===== config.mk =====
export PLATFORM = sky130hd
export DESIGN_NAME = vx_dispatch_arb
export DESIGN_NICKNAME = d
export VERILOG_FILES = /design/src/rtl/vx_dispatch_arb.sv
export SDC_FILE = /design/constraint.sdc
export NUM_CORES = 1
export LEC_CHECK = 0
export ABC_AREA = 1
export CAP_MARGIN = 20
export CELL_PAD_IN_SITES_DETAIL_PLACEMENT = 0
export CELL_PAD_IN_SITES_GLOBAL_PLACEMENT = 1
export CORE_ASPECT_RATIO = 0.7
export CORE_MARGIN = 1
export CORE_UTILIZATION = 23
export CTS_CLUSTER_SIZE = 20
export DETAILED_ROUTE_END_ITERATION = 8
export GPL_TIMING_DRIVEN = 0
export PLACE_DENSITY = 0.88
export SLEW_MARGIN = 10
export SYNTH_ARGS = -nofsm -noshare
export SYNTH_HDL_FRONTEND = slang
export SYNTH_SLANG_ARGS = --single-unit
export TNS_END_PERCENT = 30

===== constraint.sdc =====
create_clock -name clk -period 2.45 [get_ports clk]
set_input_delay 0.49 -clock clk [delete_from_list [all_inputs] [get_ports clk]]
set_output_delay 0.49 -clock clk [all_outputs]
set_load 0.02 [all_outputs]

===== src/rtl/vx_dispatch_arb.sv =====
// Round-robin dispatch arbiter: NUM_REQS issue slices share one registered
// execution-unit port, with grant locking across multi-beat packets.
module vx_dispatch_arb #(
  parameter int unsigned NUM_REQS      = 4,
  parameter int unsigned DATAW         = 64,
  parameter int unsigned PERF_CTR_BITS = 32,
  localparam int unsigned SELW         = (NUM_REQS > 1) ? $clog2(NUM_REQS) : 1
) (
  input  logic                          clk,
  input  logic                          reset,
  input  logic [NUM_REQS-1:0]           req_valid,
  input  logic [NUM_REQS*DATAW-1:0]     req_data,
  input  logic [NUM_REQS-1:0]           req_eop,
  output logic [NUM_REQS-1:0]           req_ready,
  output logic                          out_valid,
  output logic [DATAW-1:0]              out_data,
  output logic                          out_eop,
  output logic [SELW-1:0]               out_sel,
  input  logic                          out_ready,
  output logic                          lock_active,
  output logic [PERF_CTR_BITS-1:0]      perf_stalls
);

  typedef enum logic {UNLOCKED = 1'b0, LOCKED = 1'b1} state_e;

  state_e                     state_q;
  logic [SELW-1:0]            rr_ptr_q, rr_ptr_d, owner_q;
  logic                       out_valid_q;
  logic [DATAW-1:0]           out_data_q;
  logic                       out_eop_q;
  logic [SELW-1:0]            out_sel_q;
  logic [PERF_CTR_BITS-1:0]   perf_q;

  logic [NUM_REQS-1:0]        hi_mask, masked_valid;
  logic [SELW-1:0]            rr_grant, grant;
  logic                       owner_valid, grant_valid;
  logic [DATAW-1:0]           grant_data;
  logic                       grant_eop;
  logic                       can_accept, fire;

  // Round-robin pick: lowest valid index at or above rr_ptr, else lowest valid overall.
  always_comb begin
    hi_mask      = ~((NUM_REQS'(1) << rr_ptr_q) - NUM_REQS'(1));
    masked_valid = req_valid & hi_mask;
    rr_grant     = '0;
    for (int i = int'(NUM_REQS) - 1; i >= 0; i--) begin
      if (req_valid[i]) rr_grant = SELW'(i);
    end
    for (int i = int'(NUM_REQS) - 1; i >= 0; i--) begin
      if (masked_valid[i]) rr_grant = SELW'(i);
    end
  end

  always_comb begin
    owner_valid = 1'b0;
    for (int i = 0; i < int'(NUM_REQS); i++) begin
      if (SELW'(i) == owner_q) owner_valid = req_valid[i];
    end
  end

  always_comb begin
    if (state_q == LOCKED) begin
      grant       = owner_q;
      grant_valid = owner_valid;
    end else begin
      grant       = rr_grant;
      grant_valid = |req_valid;
    end
  end

  always_comb begin
    grant_data = '0;
    grant_eop  = 1'b0;
    for (int i = 0; i < int'(NUM_REQS); i++) begin
      if (SELW'(i) == grant) begin
        grant_data = req_data[i*DATAW +: DATAW];
        grant_eop  = req_eop[i];
      end
    end
  end

  assign can_accept = !out_valid_q || out_ready;
  assign fire       = can_accept && grant_valid;

  always_comb begin
    req_ready = '0;
    for (int i = 0; i < int'(NUM_REQS); i++) begin
      req_ready[i] = fire && (SELW'(i) == grant);
    end
  end

  always_comb begin
    if (32'(grant) + 32'd1 >= NUM_REQS) rr_ptr_d = '0;
    else                                 rr_ptr_d = grant + SELW'(1);
  end

  always_ff @(posedge clk) begin
    if (reset) begin
      state_q     <= UNLOCKED;
      rr_ptr_q    <= '0;
      owner_q     <= '0;
      out_valid_q <= 1'b0;
      out_data_q  <= '0;
      out_eop_q   <= 1'b0;
      out_sel_q   <= '0;
      perf_q      <= '0;
    end else begin
      if (fire) begin
        out_valid_q <= 1'b1;
        out_data_q  <= grant_data;
        out_eop_q   <= grant_eop;
        out_sel_q   <= grant;
        if (!grant_eop) begin
          state_q <= LOCKED;
          owner_q <= grant;
        end else begin
          state_q  <= UNLOCKED;
          rr_ptr_q <= rr_ptr_d;
        end
      end else if (out_ready) begin
        out_valid_q <= 1'b0;
      end
      // Stall counter saturates rather than wrapping.
      if ((|req_valid) && !fire && (perf_q != '1)) begin
        perf_q <= perf_q + PERF_CTR_BITS'(1);
      end
    end
  end

  assign out_valid   = out_valid_q;
  assign out_data    = out_data_q;
  assign out_eop     = out_eop_q;
  assign out_sel     = out_sel_q;
  assign lock_active = (state_q == LOCKED);
  assign perf_stalls = perf_q;

endmodule


Yosys cells after proc, flatten, opt, wreduce, memory -nomap -nowiden. Cells that the tools add are included. W data, S select, Z words.

Equal/unequal tests: 7. Reductions and logical operators: 16. Muxes and demuxes: 26. Bitwise gates (word level): 3. Magnitude comparators: 1. Shifts and indexed selects: 1. $add $sub $neg: 4.

Operators by type and width (number): $mux W64 (4); $add A32 B1 Y32 const B (1); $ne A32 B32 Y1 const B (1); $mux W2 (10); $mux W1 (12); $eq A2 B2 Y1 const A (4); $logic_and A1 B1 Y1 (7); $and A4 B4 Y4 (1); $eq A1 B2 Y1 const A (2); $logic_not A2 Y1 (2); $not A4 Y4 (1); $reduce_and A2 Y1 (2); $reduce_or A4 Y1 (1); $shl A1 B2 Y4 const A (1); $sub A4 B2 Y4 const B (1); $add A2 B1 Y3 const B (1); $ge A3 B3 Y1 const B (1); $add A2 B1 Y2 const B (1); $logic_not A1 Y1 (2); $reduce_bool A2 Y1 (1); $logic_or A1 B1 Y1 (1); $not A1 Y1 (1).

Bits of input ports: 267. Register bits: 105.

Longest topological paths before layout.
Depth after elaboration: 16. Mapped depth: 17. Mapped depth without buffers: 17.

Least setup slack after synthesis. OpenSTA, ideal clock, no wires.

Kind: input port to flip-flop. Start: input port req_valid[1]. End: register out_data_q[11] (netlist: out_data[11]). Setup slack: -0.134 ns. Required time: 2.385 ns. Data arrival time: 2.519 ns. Library setup time: 0.065 ns. Stages on the path: 15. Path through: inv_1 -> or2_2 -> a21boi_0 -> inv_1 -> nand2_1 -> o21ai_1 -> inv_1 -> ha_1 -> inv_1 -> clkbuf_1 -> clkbuf_1 -> o211ai_1 -> a21oi_1 -> a21oi_1 -> nor2_1.

Cells in the longest elaborated chain, start to end: 12. Elaborated cells between the ends (all ways): 22.

Ends and longest elaborated chain: start, declared (line 11) `input logic [NUM_REQS-1:0] req_valid,`; $mux W2 (2 in series) (line 47) `if (req_valid[i]) rr_grant = SELW'(i);`; $mux W2 (2 in series) (line 50) `if (masked_valid[i]) rr_grant = SELW'(i);`; $mux W2 (*) (2 in series) (line 50); $mux W2 (*) (line 62) `if (state_q == LOCKED) begin`; net grant[0] (line 35) `logic [SELW-1:0] rr_grant, grant;`; $logic_not A2 Y1 (line 75) `if (SELW'(i) == grant) begin`; $mux W64 (3 in series) (line 75); $mux W64 (*) (line 75); end signal, assigned (line 110) `out_data_q <= grant_data;`; end, declared (line 29) `logic [DATAW-1:0] out_data_q;`.

Mark *: on every way through the listed nets, which the timed path passes. The rest lies on a longest branch. A chain may end at the register's enable or synchronous reset.

Final worst setup path.
Start: register rr_ptr_q[1]. End: output port req_ready[2].

Cells in the longest elaborated chain, start to end: 11.

Ends and longest elaborated chain: start, declared (line 27) `logic [SELW-1:0] rr_ptr_q, rr_ptr_d, owner_q;`; start signal, assigned (line 118) `rr_ptr_q <= rr_ptr_d;`; $shl A1 B2 Y4 (*) (line 43) `hi_mask = ~((NUM_REQS'(1) << rr_ptr_q) - NUM_REQS'(1));`; $sub A4 B2 Y4 (*) (line 43); $not A4 Y4 (*) (line 43); $and A4 B4 Y4 (*) (line 44) `masked_valid = req_valid & hi_mask;`; $mux W2 (3 in series) (line 50); $mux W2 (*) (line 50); $mux W2 (*) (line 62); net grant[0] (line 35); $eq A2 B2 Y1 (*) (line 88) `req_ready[i] = fire && (SELW'(i) == grant);`; $logic_and A1 B1 Y1 (*) (line 88); end, declared (line 14) `output logic [NUM_REQS-1:0] req_ready,`.

Marked as above.

==> results.py <==
metrics = {
    "logic_synthesis": {
        "synth_top_family_by_area": "simple AND/OR/NAND/NOR gates",
        "synth_warnings": 0,
        "yosysSeqAreaShare_pct": 31.94,
        "synth-xor-area-share_pct": 3.327,
        "yosys.area_share.simple_pct": 31.08,
        "synth_area_leaders": "dfxtp_1 32%, nand2_1 19%, a21oi_1 17%, o211ai_1 7.4%, nor2_1 7.4%",
        "syn_inst": 1053,
        "synth.mux.area_fraction_pct": 0,
        "synth_nets": 1325,
        "synth_top_area_share_pct": 31.94,
        "synth-seq-cells": 105,
        "synth_area_um2": 6581,
        "synth_compound_area_share_pct": 26.18,
        "synthAdderAreaFrac_pct": 0.9506,
        "syn_avg_cell_area_um2": 6.250,
        "yosysUniqueCellTypes": 32,
        "yosys.area.top_type": "dfxtp_1",
    },
    "cells_and_area": {
        "regArea_um2": 2110,
        "multi_input_area_um2": 4263,
        "drive_above_1_share_pct": 10.93,
        "nets": 1722,
        "synthToLayoutAreaGrowth_pct": 77.74,
        "fillerInstances": 2909,
    },
    "worst_setup_path": {
        "max_stage_delay_ns": 0.36,
        "critPathSlowestCell": "dfxtp_4",
        "cp_max_fo": 4,
        "r2r_start": "rr_ptr_q[1]",
        "end_kind": "output port",
        "r2r_cells": 15,
        "critPathArrivalTime_ns": 1.94,
        "critPathBufInv": 5,
        "critPathTopFamily": "buffers and inverters",
        "startpoint_type": "flip-flop",
        "r2r_slack_ns": 0.04,
        "worstPathCellList": "or2_4 > a21boi_2 > inv_1 > nand2_2 > o21ai_4 > inv_2 > ha_4 > inv_4 > buf_8 > nor2_2 > buf_6",
        "required_ns": 1.96,
        "reg2reg_to": "out_data[6]",
        "worstSetupPathType": "reg -> out",
    },
    "timing": {
        "hold_viol_final": 0,
        "clock_skew_ns": 0.01072,
        "period_share_pct": 99.06,
        "rsz0062_at_grt": "true",
        "worstMarginPinSlew_ns": 0.8791,
        "maxSlewViolCount": 0,
        "maxSlewHeadroom_pct": 41.40,
        "finalCriticalPeriod_ns": 2.427,
        "finalSetupViolations": 0,
        "fmax_mhz": 412.0,
        "worst_slack_ns": 0.02296,
    },
    "power": {
        "power_uw": 13070,
        "peakVddDrop_uv": 533.9,
        "power.density_nw_per_um2": 1117,
        "cellLeakagePower_uw": 0.004399,
    },
    "place": {
        "numPortBuffers": 370,
        "dp_hpwl_um": 25550,
        "gp_congestion": 0.9442,
        "dpl_worst_slack_ns": -1.356,
    },
    "die": {
        "die-area_um2": 29300,
        "start_util_pct": 23.55,
        "core_um2": 27950,
        "die_x_um": 204.2,
        "die_height_um": 143.5,
        "row_count": 51,
        "ios": 372,
    },
    "clocking": {
        "h-tree-depth": 3,
        "cts_tree": "done",
        "cts_buffers": 9,
        "clk_latency_ns": 0.36,
        "cts-root-buf": "clkbuf_16",
        "path_clk_slew_ns": 0.07,
        "numClockSinks": 105,
        "cts_max_path_buffers": 2,
        "cts_hold_buf": 0,
    },
    "detailed_routing": {
        "drcViolationCount": 0,
        "routed_wl_um": 32830,
        "post_drt_wl_per_cell_um": 17.96,
        "drtPass1Iterations": 5,
        "via_count": 8727,
        "vias_per_cell": 4.774,
        "drtIter0Drc": 512,
        "ant_nets": 0,
    },
    "min_path": {
        "hold_start": "out_sel[1]",
        "hold_depth": 2,
        "hp-class": "reg -> reg",
        "hold_end": "out_sel[1]",
    },
    "grt": {
        "grt_pass1_wl_um": 47590,
        "grt_overflow": 0,
        "grtUsageTotal_pct": 21.59,
        "grt_start_max_net_pins": 18,
        "grt_pass1_vias": 8195,
        "antenna_found_initial": 2,
    },
    "outcome": {
        "run_status": "finished, final reports clean",
    },
    "run": {
        "drv_cap": 0,
    },
}
-- synthesized netlist by cell type, drive strengths merged --
| cell type | n |
|---|---|
| a211oi | 1 |
| a21boi | 1 |
| a21oi | 231 |
| and2 | 1 |
| buf | 21 |
| clkbuf | 52 |
| dfxtp | 105 |
| ha | 5 |
| inv | 32 |
| nand2 | 341 |
| nand3 | 14 |
| nand3b | 5 |
| nand4 | 9 |
| nor2 | 134 |
| nor3 | 3 |
| o211ai | 65 |
| o21a | 1 |
| o21ai | 6 |
| or2 | 1 |
| xnor2 | 11 |
| xor2 | 14 |
-- worst max path at each step --
stage | start | endpoint | slack, ns | depth (start not counted)
after floorplan | req_valid[1] | req_ready[3] | 0.07 | 10
after CTS | rr_ptr_q[1] | req_ready[2] | 0.02 | 11
after global placement | req_valid[1] | out_data[12] | -1.32 | 16
final | rr_ptr_q[1] | req_ready[2] | 0.02 | 11
after detailed placement | req_valid[1] | out_data[12] | -1.36 | 16
after global routing | rr_ptr_q[1] | out_data[33] | -0.09 | 15
-- registers in the layout, indices dropped and copies added (netlist names) --
name	flops
owner_q	2
out_eop	1
out_valid	1
perf_stalls	32
rr_ptr_q	2
out_data	64
lock_active	1
out_sel	2
-- routing by layer --
layer | up-vias | routed length [um] | track usage, %
met4 | 0 | 499 | 5.106
met3 | 27 | 2864 | 6.009
li1 | 4296 | - | -
met5 | - | 0 | 0
met2 | 350 | 14680 | 34.79
met1 | 4054 | 14780 | 28.40
-- tightest hold or removal path, cell delays in order, from the launching register on --
cell and delay (ns):
dfxtp_1 0.33, inv_1 0.05, a21oi_1 0.05
-- metrics by stage --
stage / setup TNS (ns) / instance area [um2] / std cells / util (%) / hold WS, ns
2_1_floorplan: 0 / 6594 / 1053 / - / 0.4784
3_3_place_gp: -88.49 / 10760 / 1794 / 38.50 / 0.4341
3_5_place_dp: -89.24 / 10760 / 1794 / 38.50 / 0.4559
4_1_cts: 0 / 11360 / 1819 / 40.63 / 0.4680
5_1_grt: -2.023 / 11700 / 1828 / 41.85 / 0.4771
6_report: 0 / 11700 / 1828 / 41.85 / 0.4687
-- final cells by class --
cell class / instances / share of cell area [%]
inverters: 32 / 1.091
repair buffers: 386 / 33.19
flip-flops and latches: 105 / 18.03
clock inverters: 5 / 0.7380
clock buffers: 11 / 1.990
multi-input cells: 843 / 36.44
diodes: 2 / 0.04279
plain buffers: 73 / 4.503
well taps: 371 / 3.968
-- cell usage in the layout, fill, tap and decap left out, drive strengths merged --
master           n
diode            2
o21a             1
or2              1
xnor2           11
nor2           134
and2             1
inv             34
dlygate4sd2      1
dfxtp          105
xor2            14
nand3b           5
clkinv           1
nand4            9
ha               5
a21oi          231
buf             54
bufinv           2
clkbuf          53
nand3           14
clkdlybuf4s50  362
o21ai            6
o211ai          65
a21boi           1
nand2          341
a211oi           1
nor3             3
-- kinds of logic after synthesis --
logic type      after synthesis
fa+ha+maj                     5
xor+xnor                     25
compound gates              305
simple gates                508
buf+inv                     105
flops                       105
-- what timing repair did --
item | 4_1_cts | 5_1_grt
endpoints found under the hold margin | 0 | 0
buffers inserted | 9 | 4
pin swaps | 7 | 21
cloned | 0 | 3
setup endpoints to repair | 76 | 69
resized for setup | 109 | 110
-- where the power goes --
| part | internal (uW) | total, uW | switching (uW) |
|---|---|---|---|
| clock | 908 | 1620 | 707 |
| sequential | 2290 | 2640 | 348 |
| combinational | 3860 | 8820 | 4960 |
| total | 7050 | 13100 | 6020 |
Note: power is estimated with default switching activity, not from simulation.
